File: src/rtl/apb_gpio_pkg.sv
// Shared constants for the APB GPIO completer: register offsets, FSM states and wait-state limit.
package apb_gpio_pkg;

  localparam logic [4:0] OFS_DOUT     = 5'h00;
  localparam logic [4:0] OFS_DIR      = 5'h04;
  localparam logic [4:0] OFS_DIN      = 5'h08;
  localparam logic [4:0] OFS_IRQ_EN   = 5'h0C;
  localparam logic [4:0] OFS_IRQ_STAT = 5'h10;

  localparam int unsigned MAX_WAIT_STATES = 15;
  localparam int unsigned CNT_W           = $clog2(MAX_WAIT_STATES + 1);

  typedef enum logic [0:0] {
    IDLE,
    ACCESS
  } state_e;

endpackage

File: src/rtl/gpio_in_sync.sv
// Two-flop synchroniser for the GPIO pad inputs, plus a previous-value flop for rising-edge detect.
module gpio_in_sync #(
  parameter int unsigned GPIO_WIDTH = 16
) (
  input  logic                  clk,
  input  logic                  rst,
  input  logic [GPIO_WIDTH-1:0] gpio_in,
  output logic [GPIO_WIDTH-1:0] din,
  output logic [GPIO_WIDTH-1:0] rise
);

  logic [GPIO_WIDTH-1:0] meta_q;
  logic [GPIO_WIDTH-1:0] sync_q;
  logic [GPIO_WIDTH-1:0] prev_q;

  always_ff @(posedge clk) begin
    if (rst) begin
      meta_q <= '0;
      sync_q <= '0;
      prev_q <= '0;
    end else begin
      meta_q <= gpio_in;
      sync_q <= meta_q;
      prev_q <= sync_q;
    end
  end

  assign din  = sync_q;
  assign rise = sync_q & ~prev_q;

endmodule

File: src/rtl/apb_gpio_completer.sv
// APB completer exposing a GPIO bank (DOUT, DIR, DIN, IRQ_EN, IRQ_STAT) with wait states and PSLVERR.
// Optional APB_GPIO_PPROT_CHECK_EN: unprivileged writes to DIR/IRQ_EN are rejected with PSLVERR.
module apb_gpio_completer
  import apb_gpio_pkg::*;
#(
  parameter int unsigned DATA_WIDTH   = 32,
  parameter int unsigned ADDR_WIDTH   = 32,
  parameter int unsigned STROBE_WIDTH = 4,
  parameter int unsigned GPIO_WIDTH   = 16,
  parameter int unsigned WAIT_STATES  = 0
) (
  input  logic                    PCLK,
  input  logic                    PRESET,
  input  logic [ADDR_WIDTH-1:0]   PADDR,
  input  logic                    PSEL,
  input  logic                    PENABLE,
  input  logic                    PWRITE,
  input  logic [DATA_WIDTH-1:0]   PWDATA,
  input  logic [STROBE_WIDTH-1:0] PSTRB,
  input  logic [2:0]              PPROT,
  output logic [DATA_WIDTH-1:0]   PRDATA,
  output logic                    PREADY,
  output logic                    PSLVERR,
  input  logic [GPIO_WIDTH-1:0]   gpio_in,
  output logic [GPIO_WIDTH-1:0]   gpio_out,
  output logic [GPIO_WIDTH-1:0]   gpio_oe,
  output logic                    irq
);

  localparam logic [CNT_W-1:0] WAIT_INIT = CNT_W'(WAIT_STATES);

  state_e                  state_q, state_d;
  logic [ADDR_WIDTH-1:0]   addr_q, addr_d;
  logic                    write_q, write_d;
  logic [STROBE_WIDTH-1:0] strb_q, strb_d;
  logic [CNT_W-1:0]        cnt_q, cnt_d;
  logic                    pready_q, pready_d;
  logic                    pslverr_q, pslverr_d;
  logic [DATA_WIDTH-1:0]   prdata_q, prdata_d;
  logic [GPIO_WIDTH-1:0]   dout_q, dout_d;
  logic [GPIO_WIDTH-1:0]   dir_q, dir_d;
  logic [GPIO_WIDTH-1:0]   ien_q, ien_d;
  logic [GPIO_WIDTH-1:0]   istat_q, istat_d;
  logic                    irq_q, irq_d;

  logic [GPIO_WIDTH-1:0]   din;
  logic [GPIO_WIDTH-1:0]   rise;
  logic                    setup;
  logic [ADDR_WIDTH-1:0]   dec_addr;
  logic                    dec_write;
  logic [4:0]              off;
  logic                    addr_err;
  logic                    prot_err;
  logic                    acc_err;
  logic                    respond;
  logic                    commit;
  logic [DATA_WIDTH-1:0]   rd_val;
  logic [GPIO_WIDTH-1:0]   wmask;
  logic [GPIO_WIDTH-1:0]   wval;
  logic [GPIO_WIDTH-1:0]   w1c;
  logic                    unused_sig;

  gpio_in_sync #(
    .GPIO_WIDTH (GPIO_WIDTH)
  ) u_sync (
    .clk     (PCLK),
    .rst     (PRESET),
    .gpio_in (gpio_in),
    .din     (din),
    .rise    (rise)
  );

  assign setup = (state_q == IDLE) && PSEL && !PENABLE;

  // With zero wait states the response is computed at the setup edge, so decode the live bus there.
  assign dec_addr  = (state_q == IDLE) ? PADDR : addr_q;
  assign dec_write = (state_q == IDLE) ? PWRITE : write_q;
  assign off       = dec_addr[4:0];

  assign addr_err = (|dec_addr[1:0]) || (|dec_addr[ADDR_WIDTH-1:5]) || (off > OFS_IRQ_STAT);

`ifdef APB_GPIO_PPROT_CHECK_EN
  logic priv_q;
  logic dec_priv;

  always_ff @(posedge PCLK) begin
    if (PRESET) begin
      priv_q <= 1'b0;
    end else if (setup) begin
      priv_q <= PPROT[0];
    end
  end

  assign dec_priv = (state_q == IDLE) ? PPROT[0] : priv_q;
  assign prot_err = dec_write && !dec_priv && ((off == OFS_DIR) || (off == OFS_IRQ_EN));
`else
  assign prot_err = 1'b0;
`endif

  assign acc_err    = addr_err || (dec_write && (off == OFS_DIN)) || prot_err;
  assign unused_sig = ^{PPROT, PWDATA, strb_q};

  always_comb begin
    rd_val = '0;
    case (off)
      OFS_DOUT:     rd_val[GPIO_WIDTH-1:0] = dout_q;
      OFS_DIR:      rd_val[GPIO_WIDTH-1:0] = dir_q;
      OFS_DIN:      rd_val[GPIO_WIDTH-1:0] = din;
      OFS_IRQ_EN:   rd_val[GPIO_WIDTH-1:0] = ien_q;
      OFS_IRQ_STAT: rd_val[GPIO_WIDTH-1:0] = istat_q;
      default:      ;
    endcase
  end

  // Transfer FSM and response generation.
  always_comb begin
    state_d   = state_q;
    addr_d    = addr_q;
    write_d   = write_q;
    strb_d    = strb_q;
    cnt_d     = cnt_q;
    pready_d  = pready_q;
    pslverr_d = pslverr_q;
    prdata_d  = prdata_q;
    respond   = 1'b0;
    commit    = 1'b0;
    unique case (state_q)
      IDLE: begin
        if (setup) begin
          addr_d  = PADDR;
          write_d = PWRITE;
          strb_d  = PSTRB;
          cnt_d   = WAIT_INIT;
          state_d = ACCESS;
          respond = (WAIT_STATES == 0);
        end
      end
      ACCESS: begin
        if (!PSEL) begin
          state_d   = IDLE;
          pready_d  = 1'b0;
          pslverr_d = 1'b0;
        end else if (pready_q) begin
          if (PENABLE) begin
            commit    = write_q && !pslverr_q;
            state_d   = IDLE;
            pready_d  = 1'b0;
            pslverr_d = 1'b0;
          end
        end else if (cnt_q <= CNT_W'(1)) begin
          respond = 1'b1;
        end else begin
          cnt_d = cnt_q - CNT_W'(1);
        end
      end
      default: state_d = IDLE;
    endcase
    if (respond) begin
      pready_d  = 1'b1;
      pslverr_d = acc_err;
      if (!dec_write) begin
        prdata_d = acc_err ? '0 : rd_val;
      end
    end
  end

  // Register bank updates; commit only happens in ACCESS, where off reflects the latched address.
  always_comb begin
    for (int i = 0; i < int'(GPIO_WIDTH); i++) begin
      wmask[i] = strb_q[i/8];
    end
    wval    = PWDATA[GPIO_WIDTH-1:0];
    dout_d  = dout_q;
    dir_d   = dir_q;
    ien_d   = ien_q;
    w1c     = '0;
    if (commit) begin
      case (off)
        OFS_DOUT:     dout_d = (dout_q & ~wmask) | (wval & wmask);
        OFS_DIR:      dir_d  = (dir_q & ~wmask) | (wval & wmask);
        OFS_IRQ_EN:   ien_d  = (ien_q & ~wmask) | (wval & wmask);
        OFS_IRQ_STAT: w1c    = wval & wmask;
        default:      ;
      endcase
    end
    // A new edge wins over a coincident clear.
    istat_d = (istat_q & ~w1c) | rise;
    irq_d   = |(istat_q & ien_q);
  end

  always_ff @(posedge PCLK) begin
    if (PRESET) begin
      state_q   <= IDLE;
      addr_q    <= '0;
      write_q   <= 1'b0;
      strb_q    <= '0;
      cnt_q     <= '0;
      pready_q  <= 1'b0;
      pslverr_q <= 1'b0;
      prdata_q  <= '0;
      dout_q    <= '0;
      dir_q     <= '0;
      ien_q     <= '0;
      istat_q   <= '0;
      irq_q     <= 1'b0;
    end else begin
      state_q   <= state_d;
      addr_q    <= addr_d;
      write_q   <= write_d;
      strb_q    <= strb_d;
      cnt_q     <= cnt_d;
      pready_q  <= pready_d;
      pslverr_q <= pslverr_d;
      prdata_q  <= prdata_d;
      dout_q    <= dout_d;
      dir_q     <= dir_d;
      ien_q     <= ien_d;
      istat_q   <= istat_d;
      irq_q     <= irq_d;
    end
  end

  assign PRDATA   = prdata_q;
  assign PREADY   = pready_q;
  assign PSLVERR  = pslverr_q;
  assign gpio_out = dout_q;
  assign gpio_oe  = dir_q;
  assign irq      = irq_q;

endmodule

File: config.mk
export PLATFORM = sky130hd
export DESIGN_NAME = apb_gpio_completer
export DESIGN_NICKNAME = d
export VERILOG_FILES = /design/src/rtl/apb_gpio_pkg.sv /design/src/rtl/gpio_in_sync.sv /design/src/rtl/apb_gpio_completer.sv
export SDC_FILE = /design/constraint.sdc
export NUM_CORES = 1
export LEC_CHECK = 0
export ABC_AREA = 1
export ABC_CLOCK_PERIOD_IN_PS = 2200
export CAP_MARGIN = 15
export CORE_MARGIN = 5
export CORE_UTILIZATION = 51
export DETAILED_ROUTE_END_ITERATION = 10
export GPL_TIMING_DRIVEN = 0
export PLACE_DENSITY = 0.83
export SLEW_MARGIN = 20
export SYNTH_ARGS = -nofsm -noshare
export SYNTH_HDL_FRONTEND = slang
export SYNTH_SLANG_ARGS = --single-unit
File: constraint.sdc
create_clock -name PCLK -period 2.2 [get_ports PCLK]
set_input_delay 0.44 -clock PCLK [delete_from_list [all_inputs] [get_ports PCLK]]
set_output_delay 0.44 -clock PCLK [all_outputs]
set_load 0.005 [all_outputs]
### Yosys cells after proc, flatten, opt, wreduce, memory -nomap -nowiden

Cells that the tools add are included.

| word-level totals | value |
|---|---|
| register bits after elaboration | 187 |
| input port bits | 92 |
| output and inout bits | 67 |
| logic and storage cells | 99 |

| operators by class | value |
|---|---|
| add/sub/neg operators | 1 |
| order comparisons | 2 |
| equality and inequality tests | 10 |
| mux-type cells | 33 |
| bitwise operators | 16 |
| reductions and logical operators | 21 |

Operators with widths:

| cell | count |
|---|---|
| 16-bit bitwise AND | 7 |
| 16-bit case mux with 5 select lines | 1 |
| 16-bit OR | 4 |
| 16-bit two-way mux | 3 |
| 16-bit NOT | 3 |
| 32-bit two-way mux | 1 |
| 27-bit OR reduction | 1 |
| 1-bit two-way mux | 21 |
| 4-bit two-way mux | 4 |
| 16-bit OR reduction | 1 |
| 5-bit by 4-bit equality test with 1-bit output (second input constant) | 2 |
| 2-bit AND reduction | 5 |
| 2-bit inequality test (second input constant) | 4 |
| 4-bit case mux with 2 select lines | 1 |
| 3-bit by 1-bit inequality test with 1-bit output (second input constant) | 2 |
| 5-bit by 3-bit equality test with 1-bit output (second input constant) | 1 |
| 5-bit equality test (second input constant) | 1 |
| 5-bit > comparator (second input constant) | 1 |
| 5-bit zero test | 1 |
| 4-bit by 1-bit less-or-equal comparator with 1-bit output (second input constant) | 1 |
| 1-bit logical AND | 4 |
| 1-bit case mux with 2 select lines | 2 |
| 4-bit AND reduction | 1 |
| 4-bit by 1-bit subtractor with 4-bit output (second input constant) | 1 |
| other kinds (6) | 10 |

### Depth between registers and ports, before layout

Gate-level depths: netlist (run 1).

| depth | value |
|---|---|
| word-level depth | 10 |
| depth in mapped cells | 14 |
| mapped depth without buffers | 12 |

### By module

From an unflattened synthesis (run 1), not the netlist that was laid out.

| second synthesis, totals | value |
|---|---|
| cells, all modules | 1,071 |
| area total of the unflattened synthesis | 7,495.9 um^2 |

By module, submodules not included:

| module | instances | cells each | area an instance (um^2) | sequential area each (um^2) |
|---|---|---|---|---|
| apb_gpio_completer | 1 | 906 | 6,070.8 | 2,462.4 |
| gpio_in_sync | 1 | 165 | 1,425.1 | 960.9 |

### Worst setup path before layout (run 1)

Ideal clock, no wire load.

| timing path | value |
|---|---|
| path type | reg2reg |
| start point | register cnt_q[0] |
| end point | register prdata_q[10], in the netlist PRDATA[10] |
| library setup time | 0.070 ns |
| arrival | 1.600 ns |
| data required time | 2.130 ns |
| path slack | 0.530 ns |
| stages on the path, launching flop included | 12 |
| buffers on the path | 1 |
| clock period less this slack | 1.670 ns |
| cells stage by stage | dfxtp_1 -> inv_1 -> ha_1 -> nor2_1 -> nor3_1 -> nand2_1 -> a21oi_2 -> nand2_1 -> nor2_4 -> buf_6 -> nand2_1 -> a21oi_1 |

| on the way | value |
|---|---|
| cells in the longest elaborated chain, start to end | 6 |

Ends and longest elaborated chain:

| element | RTL line | source |
|---|---|---|
| from (decl) | apb_gpio_completer.sv:36 | `logic [CNT_W-1:0] cnt_q, cnt_d;` |
| from (signal assigned) | apb_gpio_completer.sv:211 | `cnt_q <= cnt_d;` |
| 4-bit by 1-bit less-or-equal comparator with 1-bit output | apb_gpio_completer.sv:150 | `end else if (cnt_q <= CNT_W'(1)) begin` |
| 1-bit two-way mux | apb_gpio_completer.sv:150 |  |
| 1-bit two-way mux | apb_gpio_completer.sv:143 | `end else if (pready_q) begin` |
| 1-bit two-way mux | apb_gpio_completer.sv:139 | `if (!PSEL) begin` |
| 1-bit case mux with 2 select lines | apb_gpio_completer.sv:127 | `unique case (state_q)` |
| 2-bit AND reduction (no source line) | - |  |
| to (signal assigned) | apb_gpio_completer.sv:214 | `prdata_q <= prdata_d;` |
| to (decl) | apb_gpio_completer.sv:39 | `logic [DATA_WIDTH-1:0] prdata_q, prdata_d;` |

Every way passes these cells.
A chain may end at the register's enable or synchronous reset.

### Worst setup path in the final report (run 1)

| timing path | value |
|---|---|
| start point | input PSEL |
| end point | register prdata_q[13], in the netlist PRDATA[13] |

| on the way | value |
|---|---|
| cells in the longest elaborated chain, start to end | 5 |
| elaborated cells between the ends (all ways) | 6 |
| classes of those cells | 3 x mux; 3 x reduce/logical |

Ends and longest elaborated chain:

| element | RTL line | source |
|---|---|---|
| from (decl) | apb_gpio_completer.sv:15 | `input logic PSEL,` |
| 1-bit logical AND (2 in series) | apb_gpio_completer.sv:73 | `assign setup = (state_q == IDLE) && PSEL && !PENABLE;` |
| 1-bit two-way mux | apb_gpio_completer.sv:129 | `if (setup) begin` |
| 1-bit case mux with 2 select lines * | apb_gpio_completer.sv:127 |  |
| 2-bit AND reduction (no source line) * | - |  |

Every way passes the cells marked *; elsewhere a longest branch is shown, timed or not.

==> results.txt, run 1 <==
outcome -> completed
first-pass GRT wire length -> 32.62 mm
Hold Startpoint -> u_sync.meta_q[2]
clock sink total -> 171
Via-to-Cell Ratio -> 5.179
io pins -> 159
Reg2Reg Depth -> 11
Setup Slack @ Placement -> -0.3003 ns
post-cts hold buffer count -> 0
final slew viol count -> 0
P&R area growth vs syn -> 28.20%
WL final -> 20.85 mm
R2R Path Start -> state_q
fin crit share -> 94.92%
YS warnings -> 0
Final Net Count -> 1302
Clk Latency, worst-skew pair -> 0.43 ns
Power, Total -> 0.006816 W
CP Max Fanout -> 10
fin util -> 66.00%
area of the multi-input gates -> 3134 sq um
Max Fclk -> 0.4789 GHz
CP Data Arrival Time -> 2.44 ns
fraction of layout cells with a size suffix above 1 -> 7.862%
drt drc -> 0
Leak -> 3.930 nW
max_slew headroom -> 54.23%
Clock Skew -> 0.01192 ns
Hold Path Depth -> 2
syn_area_per_cell -> 7.025 sq um
Root Driver -> clkbuf_16
WL/cell -> 14.84 microns
Final setup viols -> 0
CTS tree -> yes
die area -> 17010 sq um
Vias -> 7276
Hold Vio Cnt, Final -> 0
Worst Setup End Kind -> flop
Clock Tree Buf Depth -> 2
initial core utilization -> 51.48%
initial antenna violation count -> 0
worst min path class -> flop to flop
Final ANT Viol Nets -> 0
largest net degree at the start of global routing -> 18
# fillers -> 1236
Seq/Total Area, Yosys -> 46.28%
H-tree lvl count -> 4
worst setup margin -> 0.1119 ns
WP data required -> 2.56 ns
Remaining Overflow, GRT -> 0
Antenna Cells -> 0
DIE WIDTH -> 130.4 microns
startpoint types -> input port
Storage cell area -> 3423 sq um
worst slew pin tran -> 0.6865 ns
core region area -> 14370 sq um
Max VDD drop -> 0.5288 mV
routability cong. -> 0.9426
Gate Count Post-Synth -> 1053
Total GRT Usage -> 24.68%
Worst Hold Path EP -> u_sync.din[2]
Post-Syn Area -> 7397 sq um
Power Density -> 718.7 nW/um^2
# port buffers -> 120
num rows -> 44
Synth Register Bits -> 171
max-cap violations -> 0
total CTS buffers -> 17
drt pass-1 iters -> 6
Die H -> 130.4 microns
post-DP HPWL -> 15.49 mm
Iter 0 DRT Violations -> 767
synth unique cells -> 33
critical path type -> input port to flop
vias in the first global route -> 6615
min Tclk post-route -> 2.088 ns
Reg2Reg Setup Slack -> 0.14 ns
Reg clk slew, reported paths -> 0.07 ns
synth_stat cells, drive strengths merged:
cell type | n | area, sq um
nor3 | 12 | 71.32
ha | 2 | 25.02
nand3b | 5 | 37.54
a221oi | 4 | 35.03
conb | 1 | 3.750
xor2 | 1 | 8.760
buf | 33 | 247.7
nand2 | 259 | 992.2
o32ai | 8 | 70.07
nand3 | 19 | 115.1
inv | 142 | 533.0
a21oi | 92 | 464.2
o22ai | 1 | 6.260
nand4 | 35 | 219.0
a31oi | 1 | 6.260
nor3b | 1 | 18.77
o21ai | 56 | 284.0
nor2 | 175 | 699.4
clkbuf | 34 | 127.6
dfxtp | 171 | 3423
a41oi | 1 | 8.760
logic make-up after synthesis:
group | Yosys count | synth area share (%)
XOR/XNOR | 1 | 0.1184
other | 1 | 0.05070
buffers and inverters | 209 | 12.28
flip-flops | 171 | 46.28
AND/OR/NAND/NOR | 506 | 29.11
AO/OA/AOI/OAI | 163 | 11.82
adder cells (fa/ha/maj) | 2 | 0.3382
placed cells by master (no fill, tap or decap), types with 9 or more instances in the layout:
master and n:
clkbuf_16 17, nor2_1 168, conb_1 16, a21oi_1 91, buf_2 9, nand4_1 35
buf_4 19, nand3_1 15, nand2_1 252, o21ai_0 49, inv_1 136, dfxtp_1 171
clkbuf_1 33, clkdlybuf4s50_1 120, nor3_1 10
layer usage:
metal | global-route usage, % | share of wire (%)
met1 | 33.49 | 43
met2 | 38.96 | 45
met3 | 5.325 | 10
met4 | 9.135 | 2.5
met5 | 0 | 0
layout make-up:
cell class,instances,area share (%)
multi-input combinational,688,33.05
buffer,67,3.972
tap,184,2.428
clock inverter,15,1.597
clock buffer,17,4.486
inverter,142,5.621
timing repair buffer,121,12.75
sequential,171,36.10
report_power, final:
part	leakage, nW	internal (W)	switching, W
Clock	0.290	0.00160	0.00133
Sequential	1.39	0.00319	0.0000583
Combinational	2.24	0.000259	0.000374
stage by stage:
step	TNS, ns	cells	cell area (sq um)	hold WS (ns)
after global routing	-0.01220	1405	9483	0.4093
after global placement	-13.93	1372	8885	0.3890
final	0	1405	9483	0.3995
after detailed placement	-15.29	1372	8885	0.3916
after CTS	0	1404	9462	0.4012
after floorplan	0	1068	7453	0.3883
critical path, stage by stage:
cell and delay (ns):
clkdlybuf4s50_1 0.54, nand2_1 0.14, nor2_2 0.27, inv_2 0.12, a21oi_2 0.20, nand2_1 0.11
nor2_4 0.25, buf_6 0.18, nand2_1 0.06, a21oi_1 0.13
how the worst max path moves through the flow:
stage | startpoint | to | slack (ns) | depth (start not counted)
2_1_floorplan | cnt_q[0] | PRDATA[10] | 0.53 | 11
3_3_place_gp | PADDR[1] | flop | -0.28 | 10
3_5_place_dp | PADDR[1] | flop | -0.30 | 10
4_1_cts | PADDR[1] | flop | 0.08 | 10
5_1_grt | cnt_q[0] | PRDATA[13] | -0.01 | 10
6_report | PSEL | PRDATA[13] | 0.11 | 10
repair_timing:
item | CTS | global route
resized for setup | 0 | 6
endpoints found under the setup margin | 0 | 38
buffers inserted | 0 | 1
Power figures use the tool's default switching activity.
==> run 2: changes to the inputs <==
SYNTH_HIERARCHICAL = 1   (was unset)
==> run 2 against run 1 <==
  * Synthesized cell count grew 1.7%
  * Area after synthesis is 1.3% higher
  * Global-route usage down 0.52 points
  * Via count rose by 1.4%
  * Clock power is 3% higher
  * Hold slack lost 0.18 ns
  * Register-to-register slack lost 0.03 ns
  * First-iteration DRC count fell by 11%
==> results.txt, run 2 <==
Remaining Overflow, GRT -> 0 (unchanged)
Final ANT Viol Nets -> 0 (unchanged)
Synth Register Bits -> 171 (unchanged)
dpl cell area -> 8984 sq um (+1.1%)
R2R Path Start -> state_q
io pins -> 159 (unchanged)
CP Data Arrival Time -> 2.42 ns (-0.02 ns)
clock sink total -> 171 (unchanged)
initial antenna violation count -> 0 (unchanged)
critical path type -> input port to flop
WP data required -> 2.50 ns (-0.06 ns)
RSZ-0062 raised after global routing -> false
Final setup viols -> 0 (unchanged)
crit path from -> PSEL
post-DP HPWL -> 15.94 mm (+2.9%)
largest net degree at the start of global routing -> 17 (-1)
Total GRT Usage -> 24.16% (-0.52 points)
core region area -> 14480 sq um (+0.77%)
Iter 0 DRT Violations -> 683 (-11%)
final slew viol count -> 0 (unchanged)
Gate Count Post-Synth -> 1071 (+1.7%)
WL final -> 21.25 mm (+1.9%)
syn_area_per_cell -> 6.999 sq um (-0.37%)
Max VDD drop -> 0.6231 mV (+18%)
worst min path class -> input port to flop
Hold Vio Cnt, Final -> 0 (unchanged)
num rows -> 44 (unchanged)
EDFF count, synth -> 0 (unchanged)
Final Net Count -> 1323 (+1.6%)
drt drc -> 0 (unchanged)
most common cell after layout, fill and taps aside -> nand2_1
top-area cell type share of the netlist area -> 45.67% (-0.61 points)
fin crit share -> 96.45% (+1.5 points)
CP Cell Sequence -> clkdlybuf4s50_1 -> nand2_1 -> nor3_2 -> nand2_4 -> nor3_4 -> nand2_1 -> nand2_1 -> a21oi_1
min Tclk post-route -> 2.122 ns (+0.03384 ns)
CP max-delay cell -> clkdlybuf4s50_1
Root Driver -> clkbuf_16
Clk Latency, worst-skew pair -> 0.44 ns (about the same)
Worst Setup End Kind -> flop
Die H -> 131.2 microns (+0.62%)
Reg clk slew, reported paths -> 0.07 ns (about the same)
Post-Syn Area -> 7496 sq um (+1.3%)
Leak -> 4.129 nW (+5.1%)
H-tree lvl count -> 4 (unchanged)
outcome -> completed
YS warnings -> 6 (+6)
ys flop type -> dfxtp_1
drt pass-1 iters -> 8 (+2)
routability cong. -> 0.9501 (+0.80%)
most numerous cell in the Yosys netlist -> nand2_1
fraction of layout cells with a size suffix above 1 -> 8.461% (+0.60 points)
Power Density -> 720.6 nW/um^2 (+0.25%)
Max Fclk -> 0.4713 GHz (-1.6%)
CP Max Fanout -> 9 (-1)
max_slew headroom -> 59.00% (+4.8 points)
Clock Tree Buf Depth -> 2 (unchanged)
synth unique cells -> 30 (-9.1%)
P&R area growth vs syn -> 28.41%
top cells by area, synth -> dfxtp_1 46%, nand2_1 13%, nor2_1 8.5%, inv_1 6.9%, a21oi_1 6.7%
slowest stage delay, CP -> 0.54 ns (about the same)
WL/cell -> 14.91 microns (+0.47%)
FFs w/ async S/R, synth -> 0% (unchanged)
startpoint types -> input port
# port buffers -> 120 (unchanged)
vias in the first global route -> 7078 (+7.0%)
CTS tree -> yes
largest area contributor in the netlist -> dfxtp_1
crit-path most repeated cell -> nand2_1
worst slew pin tran -> 0.6150 ns (-0.07145 ns)
first-pass GRT wire length -> 34.43 mm (+5.6%)
Vias -> 7381 (+1.4%)
Hold WS -> 0.2231 ns (-0.1764 ns)
commonest cells after routing, fill and taps aside -> 259 x nand2_1, 171 x dfxtp_1, 169 x nor2_1, 137 x inv_1, 120 x clkdlybuf4s50_1
total CTS buffers -> 17 (unchanged)
Via-to-Cell Ratio -> 5.180 (about the same)
Seq/Total Area, Yosys -> 45.67% (-0.61 points)
Antenna Cells -> 0 (unchanged)
Post-synth top cells -> 261 x nand2_1, 171 x dfxtp_1, 169 x nor2_1
CP Buf/Inv Count -> 1 (-2)
critical path's top delay family -> simple AND/OR/NAND/NOR gates
DIE WIDTH -> 131.2 microns (+0.62%)
die area -> 17220 sq um (+1.2%)
post-route cell area -> 9625 sq um (+1.5%)
Clock Skew -> 0.01336 ns (+0.001436 ns)
Hold Startpoint -> PRESET
initial core utilization -> 51.77% (+0.29 points)
max-cap violations -> 0 (unchanged)
## run 2: changes by cell type in the layout (fill, tap and decap cells not counted), sizes merged, moves of 3 or more
cell	previous run	this run
nand3	19	36
nand2	259	273
buf	34	44
a21oi	92	100
o32ai	8	0
clkbuf	51	44
inv	151	144
o21ai	56	51
nor3	12	8
nor2	175	178
## run 2: power by group
group          leakage (nW)  total (W)  switching [W]  internal [W]
combinational          2.45   0.000664       0.000396      0.000267
sequential             1.39    0.00325      0.0000554       0.00320
clock                 0.285    0.00302        0.00128       0.00174
## run 2: what timing repair did
action | in CTS | in global routing
hold buffers | 0 | 0
pin swaps | 0 | 1
gates resized for setup | 1 | 4
setup buffers | 0 | 4
endpoints found under the setup margin | 26 | 30
## run 2: cell families (layout without fill, tap and decap cells)
| family | count (synthesis) | after routing | synth area share [%] |
|---|---|---|---|
| buffers and inverters | 204 | 359 | 12.29 |
| other | 1 | 16 | 0.05003 |
| AO/OA/AOI/OAI | 158 | 158 | 10.85 |
| flip-flops | 171 | 171 | 45.67 |
| adder cells (fa/ha/maj) | 2 | 2 | 0.3338 |
| AND/OR/NAND/NOR | 535 | 535 | 30.81 |
## run 2: cell type report
class / instances / area [sq um]
fillers: 1217 / 4853
multi-input cells: 711 / 3228
well taps: 184 / 230.2
repair buffers: 124 / 1231
inverters: 140 / 525.5
clock inverters: 11 / 135.1
plain buffers: 64 / 395.4
clock buffers: 20 / 456.7
flip-flops and latches: 171 / 3423
## run 2: final timing paths
kind	end	slack, ns	depth (start not counted)
setup reg to reg	flop	0.11	9
hold reg to reg	u_sync/din[0]	0.40	2
setup / recovery	flop	0.08	8
hold / removal	u_sync/meta_q[15]	0.22	2
## run 2: layer usage
layer,track usage (%),part of all wire (%),vias to the layer above
li1,-,-,3642
met1,30.78,42,3328
met2,38.26,46,351
met3,8.104,10,60
met4,8.661,2.4,0
met5,0,0,-
## run 2: through the flow
step	utilization, %	setup slack [ns]	total power (W)	cells	TNS, ns
global placement	62.05	-0.4494	0.003945	1390	-25.77
floorplan	-	0.4925	0.003686	1086	0
global route	66.48	0.01012	0.007186	1425	0
CTS	66.17	0.07610	0.006925	1421	0
finish	66.48	0.07802	0.006936	1425	0
detailed placement	62.05	-0.5367	0.003960	1390	-30.83
